## config.mk

```make
export PLATFORM = sky130hd
export DESIGN_NAME = score_overlay
export DESIGN_NICKNAME = d
export VERILOG_FILES = /design/src/rtl/score_overlay_pkg.sv /design/src/rtl/score_overlay_font.sv /design/src/rtl/score_overlay.sv
export SDC_FILE = /design/constraint.sdc
export NUM_CORES = 1
export LEC_CHECK = 0
export BUFFER_PORTS_ARGS = -buffer_cell sky130_fd_sc_hd__buf_4
export CAP_MARGIN = 10
export CORE_MARGIN = 2
export CORE_UTILIZATION = 47
export CTS_CLUSTER_DIAMETER = 50
export DETAILED_ROUTE_END_ITERATION = 8
export PLACE_DENSITY = 0.64
export SETUP_SLACK_MARGIN = 0.05
export SLEW_MARGIN = 20
export SYNTH_ARGS = -nofsm -noshare
export SYNTH_HDL_FRONTEND = slang
export SYNTH_SLANG_ARGS = --single-unit
```

## constraint.sdc

```tcl
create_clock -name clk -period 4.9 [get_ports clk]
set_clock_uncertainty 0.1 [all_clocks]
set_input_delay 0.98 -clock clk [delete_from_list [all_inputs] [get_ports clk]]
set_output_delay 0.98 -clock clk [all_outputs]
set_load 0.02 [all_outputs]
```

## src/rtl/score_overlay_pkg.sv

```systemverilog
// score_overlay_pkg: register map, converter states and the 10x8 digit font
package score_overlay_pkg;
    localparam logic [2:0] ADDR_SCORE = 3'd0;
    localparam logic [2:0] ADDR_POS_X = 3'd1;
    localparam logic [2:0] ADDR_POS_Y = 3'd2;
    localparam logic [2:0] ADDR_CTRL  = 3'd3;

    typedef enum logic [1:0] {IDLE, SHIFT, LATCH} conv_state_t;

    // row 0 is the top of the glyph, MSB is the leftmost pixel
    localparam logic [7:0] FONT [10][8] = '{
        '{8'h3C, 8'h66, 8'h6E, 8'h76, 8'h66, 8'h66, 8'h3C, 8'h00},
        '{8'h18, 8'h38, 8'h18, 8'h18, 8'h18, 8'h18, 8'h7E, 8'h00},
        '{8'h3C, 8'h66, 8'h06, 8'h0C, 8'h30, 8'h60, 8'h7E, 8'h00},
        '{8'h3C, 8'h66, 8'h06, 8'h1C, 8'h06, 8'h66, 8'h3C, 8'h00},
        '{8'h0C, 8'h1C, 8'h3C, 8'h6C, 8'h7E, 8'h0C, 8'h0C, 8'h00},
        '{8'h7E, 8'h60, 8'h7C, 8'h06, 8'h06, 8'h66, 8'h3C, 8'h00},
        '{8'h3C, 8'h60, 8'h7C, 8'h66, 8'h66, 8'h66, 8'h3C, 8'h00},
        '{8'h7E, 8'h06, 8'h0C, 8'h18, 8'h30, 8'h30, 8'h30, 8'h00},
        '{8'h3C, 8'h66, 8'h66, 8'h3C, 8'h66, 8'h66, 8'h3C, 8'h00},
        '{8'h3C, 8'h66, 8'h66, 8'h3E, 8'h06, 8'h0C, 8'h38, 8'h00}
    };
endpackage

```

## src/rtl/score_overlay_font.sv

```systemverilog
// digit_font_rom: registered glyph row lookup; codes above 9 read as blank
module digit_font_rom
    import score_overlay_pkg::*;
(
    input  logic       clk,
    input  logic       reset,
    input  logic [3:0] digit,
    input  logic [2:0] row,
    output logic [7:0] glyph
);
    always_ff @(posedge clk) begin
        if (reset) glyph <= 8'h00;
        else glyph <= (digit > 4'd9) ? 8'h00 : FONT[digit][row];
    end
endmodule

```

## src/rtl/score_overlay.sv

```systemverilog
// score_overlay: register-mapped score counter with double-dabble conversion
// and a two-stage pipelined digit renderer for a 640x480 raster.
module score_overlay
    import score_overlay_pkg::*;
#(
    parameter int NUM_DIGITS = 4,
    parameter int SCORE_W    = 14,
    parameter int SCALE_LOG2 = 0,
    parameter int RESET_X    = 225,
    parameter int RESET_Y    = 441
) (
    input  logic        clk,
    input  logic        reset,
    input  logic        chipselect,
    input  logic        write,
    input  logic [2:0]  address,
    input  logic [31:0] writedata,
    input  logic        score_inc,
    input  logic [10:0] hcount,
    input  logic [9:0]  vcount,
    output logic        pixel_on,
    output logic        busy,
    output logic        overflow
);
    localparam int BCD_W = 4 * NUM_DIGITS;
    localparam int CW = $clog2(SCORE_W + 1);
    localparam logic [31:0] MAX = 32'(10 ** NUM_DIGITS - 1);
    localparam logic [SCORE_W-1:0] MAX_S = MAX[SCORE_W-1:0];
    localparam int CELL = 8 << SCALE_LOG2;
    localparam int PITCH = 10 << SCALE_LOG2;

    logic [SCORE_W-1:0] score, score_nx;
    logic [9:0] pos_x;
    logic [8:0] pos_y;
    logic enable, blank, dirty, wr, wr_score, start;
    conv_state_t state;
    logic [CW-1:0] cnt;
    logic [BCD_W+SCORE_W-1:0] dd, dd_adj;
    logic [BCD_W-1:0] digits;

    assign wr = chipselect && write;
    assign wr_score = wr && address == ADDR_SCORE;
    // a write beats a simultaneous increment; increments saturate at MAX
    assign score_nx = wr_score ? (writedata > MAX ? MAX_S : writedata[SCORE_W-1:0])
                    : (score_inc && score != MAX_S) ? score + 1'b1 : score;
    assign start = state == IDLE && dirty && vcount >= 10'd480 && vcount <= 10'd523;
    assign busy = state != IDLE;

    always_ff @(posedge clk) begin
        if (reset) begin
            score    <= '0;
            pos_x    <= 10'(RESET_X);
            pos_y    <= 9'(RESET_Y);
            enable   <= 1'b1;
            blank    <= 1'b0;
            dirty    <= 1'b0;
            overflow <= 1'b0;
        end else begin
            score <= score_nx;
            dirty <= score_nx != score || (dirty && !start);
            if (wr && address == ADDR_POS_X) pos_x <= writedata[9:0];
            if (wr && address == ADDR_POS_Y) pos_y <= writedata[8:0];
            if (wr && address == ADDR_CTRL) begin
                enable <= writedata[0];
                blank  <= writedata[1];
            end
            if (score_inc && !wr_score && score == MAX_S) overflow <= 1'b1;
            else if (wr && address == ADDR_CTRL && writedata[2]) overflow <= 1'b0;
        end
    end

    always_comb begin
        dd_adj = dd;
        for (int i = 0; i < NUM_DIGITS; i++)
            if (dd[SCORE_W+4*i +: 4] >= 4'd5) dd_adj[SCORE_W+4*i +: 4] = dd[SCORE_W+4*i +: 4] + 4'd3;
    end

    always_ff @(posedge clk) begin
        if (reset) begin
            state  <= IDLE;
            cnt    <= '0;
            dd     <= '0;
            digits <= '0;
        end else begin
            case (state)
                IDLE: if (start) begin
                    state <= SHIFT;
                    cnt   <= '0;
                    dd    <= {{BCD_W{1'b0}}, score};
                end
                SHIFT: begin
                    dd  <= dd_adj << 1;
                    cnt <= cnt + 1'b1;
                    if (cnt == CW'(SCORE_W - 1)) state <= LATCH;
                end
                LATCH: begin
                    digits <= dd[BCD_W+SCORE_W-1 -: BCD_W];
                    state  <= IDLE;
                end
                default: state <= IDLE;
            endcase
        end
    end

    logic [11:0] px, py, cx, dx, dy;
    logic hit, lz_blank, seen;
    logic [3:0] code, d;
    logic [2:0] col, row;
    logic s1_hit, s1_blank, s2_hit, s2_blank;
    logic [3:0] s1_code;
    logic [2:0] s1_row, s1_col, s2_col;
    logic [7:0] glyph;

    always_comb begin
        px = {2'b0, hcount[10:1]};
        py = {2'b0, vcount};
        dy = py - {3'b0, pos_y};
        hit = 1'b0;
        code = '0;
        col = '0;
        lz_blank = 1'b0;
        seen = 1'b0;
        cx = '0;
        dx = '0;
        d = '0;
        // digit 0 is most significant; seen tracks a nonzero digit to its left
        for (int i = 0; i < NUM_DIGITS; i++) begin
            cx = {2'b0, pos_x} + 12'(i * PITCH);
            dx = px - cx;
            d = digits[4*(NUM_DIGITS-1-i) +: 4];
            if (px >= cx && dx < 12'(CELL)) begin
                hit = 1'b1;
                code = d;
                col = 3'(dx >> SCALE_LOG2);
                lz_blank = blank && !seen && d == 4'd0 && i != NUM_DIGITS - 1;
            end
            seen = seen || d != 4'd0;
        end
        row = 3'(dy >> SCALE_LOG2);
        hit = hit && enable && hcount < 11'd1280 && vcount < 10'd480
              && py >= {3'b0, pos_y} && dy < 12'(CELL);
    end

    always_ff @(posedge clk) begin
        if (reset) begin
            s1_hit   <= 1'b0;
            s1_blank <= 1'b0;
            s1_code  <= '0;
            s1_row   <= '0;
            s1_col   <= '0;
            s2_hit   <= 1'b0;
            s2_blank <= 1'b0;
            s2_col   <= '0;
        end else begin
            s1_hit   <= hit;
            s1_blank <= lz_blank;
            s1_code  <= code;
            s1_row   <= row;
            s1_col   <= col;
            s2_hit   <= s1_hit;
            s2_blank <= s1_blank;
            s2_col   <= s1_col;
        end
    end

    digit_font_rom u_rom (
        .clk   (clk),
        .reset (reset),
        .digit (s1_code),
        .row   (s1_row),
        .glyph (glyph)
    );

    assign pixel_on = s2_hit && !s2_blank && glyph[3'd7 - s2_col];
endmodule

```

Yosys cells after proc, flatten, opt, wreduce, memory -nomap -nowiden
Memories as Yosys holds them, arrays and structs flattened.
Cells that the tools add are included.
W data, S select, Z words.
{"block": "word_totals", "n_memories": 1, "input_bits": 61, "out_inout_bits": 3, "rom_bits": 1024, "wordCells": 160, "reg_bits": 114}
{"block": "op_classes", "n_lt_le_gt_ge": 23, "n_bitwise": 2, "n_reduce_logical": 50, "muxes": 38, "n_addsub": 15, "n_eq_ne": 11}
{"name": "(no name shown)", "words": 16, "width": 64, "rd": 1, "rd_ports_with_merged_regs": 0, "write_ports": 0, "line": "score_overlay_font.sv:13", "rtl": "else glyph <= (digit > 4'd9) ? 8'h00 : FONT[digit][row];"}
{"cell": "$mux W64", "count": 2}
{"cell": "$lt A12 B4 Y1 const B", "count": 5}
{"cell": "$pmux W30 S2", "count": 1}
{"cell": "$mux W14", "count": 3}
{"cell": "$sub A10 B11 Y12", "count": 3}
{"cell": "$ge A10 B11 Y1", "count": 3}
{"cell": "$gt A32 B14 Y1 const B", "count": 1}
{"cell": "$mux W4", "count": 8}
{"cell": "$mux W30", "count": 1}
{"cell": "$logic_and A1 B1 Y1", "count": 29}
{"cell": "$bmux W8 S3", "count": 1}
{"cell": "$add A10 B5 Y11 const B", "count": 2}
{"cell": "$ge A4 B3 Y1 const B", "count": 4}
{"cell": "$mux W8", "count": 2}
{"cell": "$mux W3", "count": 5}
{"cell": "$add A14 B1 Y14 const B", "count": 1}
{"cell": "$eq A14 B14 Y1 const B", "count": 1}
{"cell": "$ne A14 B14 Y1", "count": 1}
{"cell": "$ne A14 B14 Y1 const B", "count": 1}
{"cell": "$add A4 B2 Y4 const B", "count": 3}
{"cell": "$logic_not A4 Y1", "count": 3}
{"cell": "$add A10 B4 Y11 const B", "count": 1}
{"cell": "$lt A11 B11 Y1 const B", "count": 1}
{"cell": "$sub A10 B10 Y11", "count": 1}
{"cell": "34 further kinds", "count": 56}

Logic depth before layout (Yosys ltp)
{"block": "logic_depth", "ltp_word": 12, "depth_mapped": 17, "depth_no_buf": 15}

Modules after synthesis
A second synthesis with hierarchy kept.
{"block": "hier_totals", "hier_cells": 1061, "hier_area_um2": 8383.0}
{"module": "score_overlay", "cells_per_inst": 935, "seq_area_each_um2": 2122.0, "area_each_um2": 7490.9, "instances": 1}
{"module": "digit_font_rom", "cells_per_inst": 126, "seq_area_each_um2": 120.1, "area_each_um2": 892.1, "instances": 1}

Worst setup path before layout
No wires, ideal clock.
{"block": "synth_path", "path_type": "flip-flop to flip-flop", "start": "register pos_x[3]", "end": "register s1_col[1]", "t_arrival_ns": 3.849, "path_buffers": 2, "path_slack_ns": 0.877, "stages_incl_launch_ff": 18, "period_less_slack_ns": 4.023, "cell_sequence": "dfxtp_1 > clkbuf_1 > inv_1 > ha_1 > a21boi_0 > a21oi_1 > nand3_1 > xnor2_1 > ha_1 > o21ai_0 > nor4bb_1 > a21oi_1 > or4_4 > a211oi_4 > and2_1 > buf_4 > mux2_2 > a31oi_1"}
{"block": "synth_via", "elab_chain_len": 7, "word_cells_on_any_way": 23, "cone_classes": "add/sub (7); order compare (8); mux (4); reduce/logical (4)"}
{"item": "start, declared", "line": "score_overlay.sv:33", "rtl": "logic [9:0] pos_x;"}
{"item": "start signal, assigned", "line": "score_overlay.sv:52", "rtl": "pos_x <= 10'(RESET_X);"}
{"item": "start signal, assigned", "line": "score_overlay.sv:61", "rtl": "if (wr && address == ADDR_POS_X) pos_x <= writedata[9:0];"}
{"item": "$add A10 B4 Y11 or $sub A10 B10 Y11 (tied branches)", "line": "score_overlay.sv:128, score_overlay.sv:129"}
{"item": "$sub A10 B11 Y12 or $lt A12 B4 Y1 (tied branches)", "line": "score_overlay.sv:129, score_overlay.sv:131"}
{"item": "$lt A12 B4 Y1 or $logic_and A1 B1 Y1 (tied branches)", "line": "score_overlay.sv:131", "rtl": "if (px >= cx && dx < 12'(CELL)) begin"}
{"item": "$logic_and A1 B1 Y1 or $mux W3 (tied branches)", "line": "score_overlay.sv:131"}
{"item": "$mux W3 (2 in a row)", "line": "score_overlay.sv:131"}
{"item": "$mux W3 *", "line": "score_overlay.sv:131"}
{"item": "end signal, assigned", "line": "score_overlay.sv:159", "rtl": "s1_col <= col;"}
{"item": "end, declared", "line": "score_overlay.sv:111", "rtl": "logic [2:0] s1_row, s1_col, s2_col;"}
Mark *: on every way between the ends. The rest lies on a longest branch, timed or not.
A chain may end at the register's enable or synchronous reset.

Final worst setup path
{"block": "layout_path", "start": "register pos_x[1]", "end": "register s1_col[1]"}
The elaborated chain is that of the path after synthesis.

==> key figures <==
STA
  – Setup_tns: 0 ns
  – Setup ws final: ~0.48 ns
  – RSZ-0062 raised after global routing: false
  – Tcrit/Tclk final: 0.901
  – Final Setup Violations: 0
  – Worst rel slew slack: 0.394
  – Fin. max-slew vios: 0
  – Fin crit period: 4.42 ns
  – Worst Tran Pin Value: around 0.9 ns
  – Max frequency: 0.226 GHz
  – Fin Hold WS: 0.340 ns
  – Fin. Hold Viols: 0

Power
  – PwrDens: approximately 230 nW/µm²
  – P_int: 1.49 mW
  – Max IR drop VDD: 214 µV
  – Leak: 3.53 nW
  – Switching Fraction: 0.281
  – Psw: 582 µW
  – Clk pwr share: 0.372
  – Reg power frac: 0.457
  – Combinational power share: 0.171

Clock network
  – H-tree levels: 3
  – CTS tree: yes
  – CTS clk-pin slew, worst paths: 0.07 ns
  – Clk_lat worst skew: ~0.36 ns
  – Cts hold-fix bufs: 0
  – CTS Buffer Depth: 2
  – Resized Gates After CTS: 0
  – CTS root buf: clkbuf_16
  – Post-CTS Setup Inserts: 0
  – CTS Buf Count: 9
  – Clock sink count: 112

Synth
  – Async set or reset register ratio after synthesis: 0
  – Syn Area/Cell: 7.65 µm²
  – Mapped Nets: 1206
  – Sequential fraction of the synthesis area: 0.273
  – Cell taking the most area after synthesis: dfxtp_1
  – Mapped Cells: approximately 1100
  – Register bit total from synthesis: ~110
  – Synth cell types: 84
  – Post-synth top area share: 0.273
  – Number of synthesized flops with an enable pin: 0
  – Mapped Area: 8230 µm²
  – Warnings from Yosys: 0
  – Area contributors post-synth: dfxtp_1 (27%), ha_1 (10%), a21oi_1 (5.8%)
  – Top FF cell, synth: dfxtp_1

Floorplanning
  – Vert. Die Dim: 136 µm
  – Die ar.: about 19000 µm²
  – Num ports: 64
  – Rows: 48
  – Die W: 136 µm
  – Starting Density: 0.479
  – CORE AREA: 17200 µm²

Route
  – Via count: 7654
  – Antenna-violating nets left: 0
  – Routed WL: 21700 µm
  – Vias/cell: 5.75
  – Drt wl/cell: about 16 µm
  – DR iter-0 viols: 388
  – Drt drc: 0
  – Detailed-router iteration count before antenna repair: 5

GRT
  – First-pass GRT wire length: roughly 36000 µm
  – GR Layer Usage met1: 0.317
  – GRT Overall Usage: 0.239
  – Largest net degree at the start of global routing: 68
  – Grt peak-use layer: met2
  – Vias in the first global route: 7091
  – GR Overflow Total: 0
  – Met2 Usage GRT: 0.401
  – Initial antenna violation count: 0
  – Met3 Resource Use GR: 0.0358

Cells and area
  – Share of cells above drive strength 1: 0.101
  – Multi-input gate area: 5560 µm²
  – Reg area: 2240 µm²
  – Most frequent cells in the layout: nand2_1 (123), dfxtp_1 (112), nor2_1 (101)
  – Number of diodes: 0
  – Fillers: 1715
  – Layout Nets: 1232
  – Syn-to-layout area delta: 11.1%
  – Final Instance Area: 9140 µm²
  – Most common cell after layout, fill and taps aside: nand2_1

Setup path
  – CP arrival: 4.59 ns
  – Req. time, crit path: 5.08 ns
  – CP max FO: 8
  – Type of origin of the critical path: register
  – Crit Path Class: register to register
  – Crit end category: register

Outcome
  – Status: finished clean

Placement
  – Post-detail-place hpwl: 16500 µm
  – Post-Place Worst Slack: 0.468 ns
  – I/O Buffers: 62
  – Placed Area: 8830 µm²
  – GP Congestion: 0.978

Run
  – Max cap viols: 0

Worst hold path
  – Hold WC Path Type: register to register
## per-stage QoR
stage | total power, mW | utilization | instances
detailed placement | 1.32 | 0.514 | 1315
finish | 2.07 | 0.532 | 1331
CTS | 2.09 | 0.532 | 1331
floorplan | 1.20 | - | 1075
global placement | 1.31 | 0.514 | 1315
global route | 2.17 | 0.532 | 1331
## final timing paths
check	start	to	slack [ns]	cells after the start
setup / recovery	pos_x[1]$_SDFFE_PP0P_	s1_col[1]$_SDFF_PP0_	0.48	14
hold / removal	s1_col[1]$_SDFF_PP0_	s2_col[1]$_SDFF_PP0_	0.34	1
setup reg to reg	pos_x[1]$_SDFFE_PP0P_	s1_col[1]$_SDFF_PP0_	0.48	14
hold reg to reg	s1_col[1]$_SDFF_PP0_	s2_col[1]$_SDFF_PP0_	0.34	1
## cells by family (layout without fill, tap and decap cells)
logic type	Yosys count	count (layout)	share of synthesized area
compound gates	307	307	0.244
fa+ha+maj	70	70	0.109
mux	24	24	0.0301
buf+inv	113	144	0.0523
xor+xnor	58	58	0.0617
flops	112	112	0.273
simple gates	391	391	0.230
## critical path, cell delays in order, from the launching register on
cell and delay (ns):
dfxtp_1 0.53, inv_1 0.15, ha_1 0.25, and3_1 0.22, nor2_1 0.12, xnor2_1 0.13, ha_1 0.27, o21ai_0 0.23
nor4bb_1 0.32, a21oi_1 0.07, or4_4 0.55, a211oi_4 0.44, and2_1 0.41, mux2_2 0.38, a31oi_1 0.15
## synth_stat cells (12+ instances only)
| master | instances |
|---|---|
| ha_1 | 67 |
| a22oi_1 | 19 |
| xor2_1 | 21 |
| inv_1 | 54 |
| nand2b_1 | 16 |
| nor4_1 | 18 |
| clkbuf_1 | 47 |
| mux2i_1 | 18 |
| dfxtp_1 | 112 |
| a31oi_1 | 12 |
| a21oi_1 | 95 |
| xnor2_1 | 37 |
| nor2b_1 | 21 |
| nand3_1 | 28 |
| nand2_1 | 123 |
| a211oi_1 | 20 |
| o21ai_0 | 59 |
| nor3_1 | 24 |
| nor2_1 | 101 |
## area by class of cell
cell class	instances	area share
clock buffer	9	0.0246
clock inverter	7	0.00917
inverter	58	0.0238
multi-input combinational	850	0.609
sequential	112	0.245
tap	225	0.0308
timing repair buffer	70	0.0575
## metal layers
metal,wire length [µm],vias to the layer above,share of wire
met5,0,-,0
met4,379,0,0.017
met3,715,34,0.033
met2,10300,149,0.47
met1,10300,3562,0.47
li1,-,3909,-
## power by group through the flow
stage | sequential (mW) | clock, mW | combinational (mW)
final | 0.945 | 0.768 | 0.354
after global routing | 0.948 | 0.827 | 0.393
after CTS | 0.945 | 0.791 | 0.352
after detailed placement | 0.966 | 0 | 0.351
after global placement | 0.967 | 0 | 0.347
after floorplan | 0.953 | 0 | 0.246
## registers in the layout (all words and copies together), names as in the netlist, 2 cells and up
name and flops:
state 2, pos_y 9, digits 16, s1_col 3
s1_row 3, dd 30, pos_x 10, cnt 4
u_rom.glyph 6, score 14, s2_col 3, s1_code 4
Power figures use the tool's default switching activity.
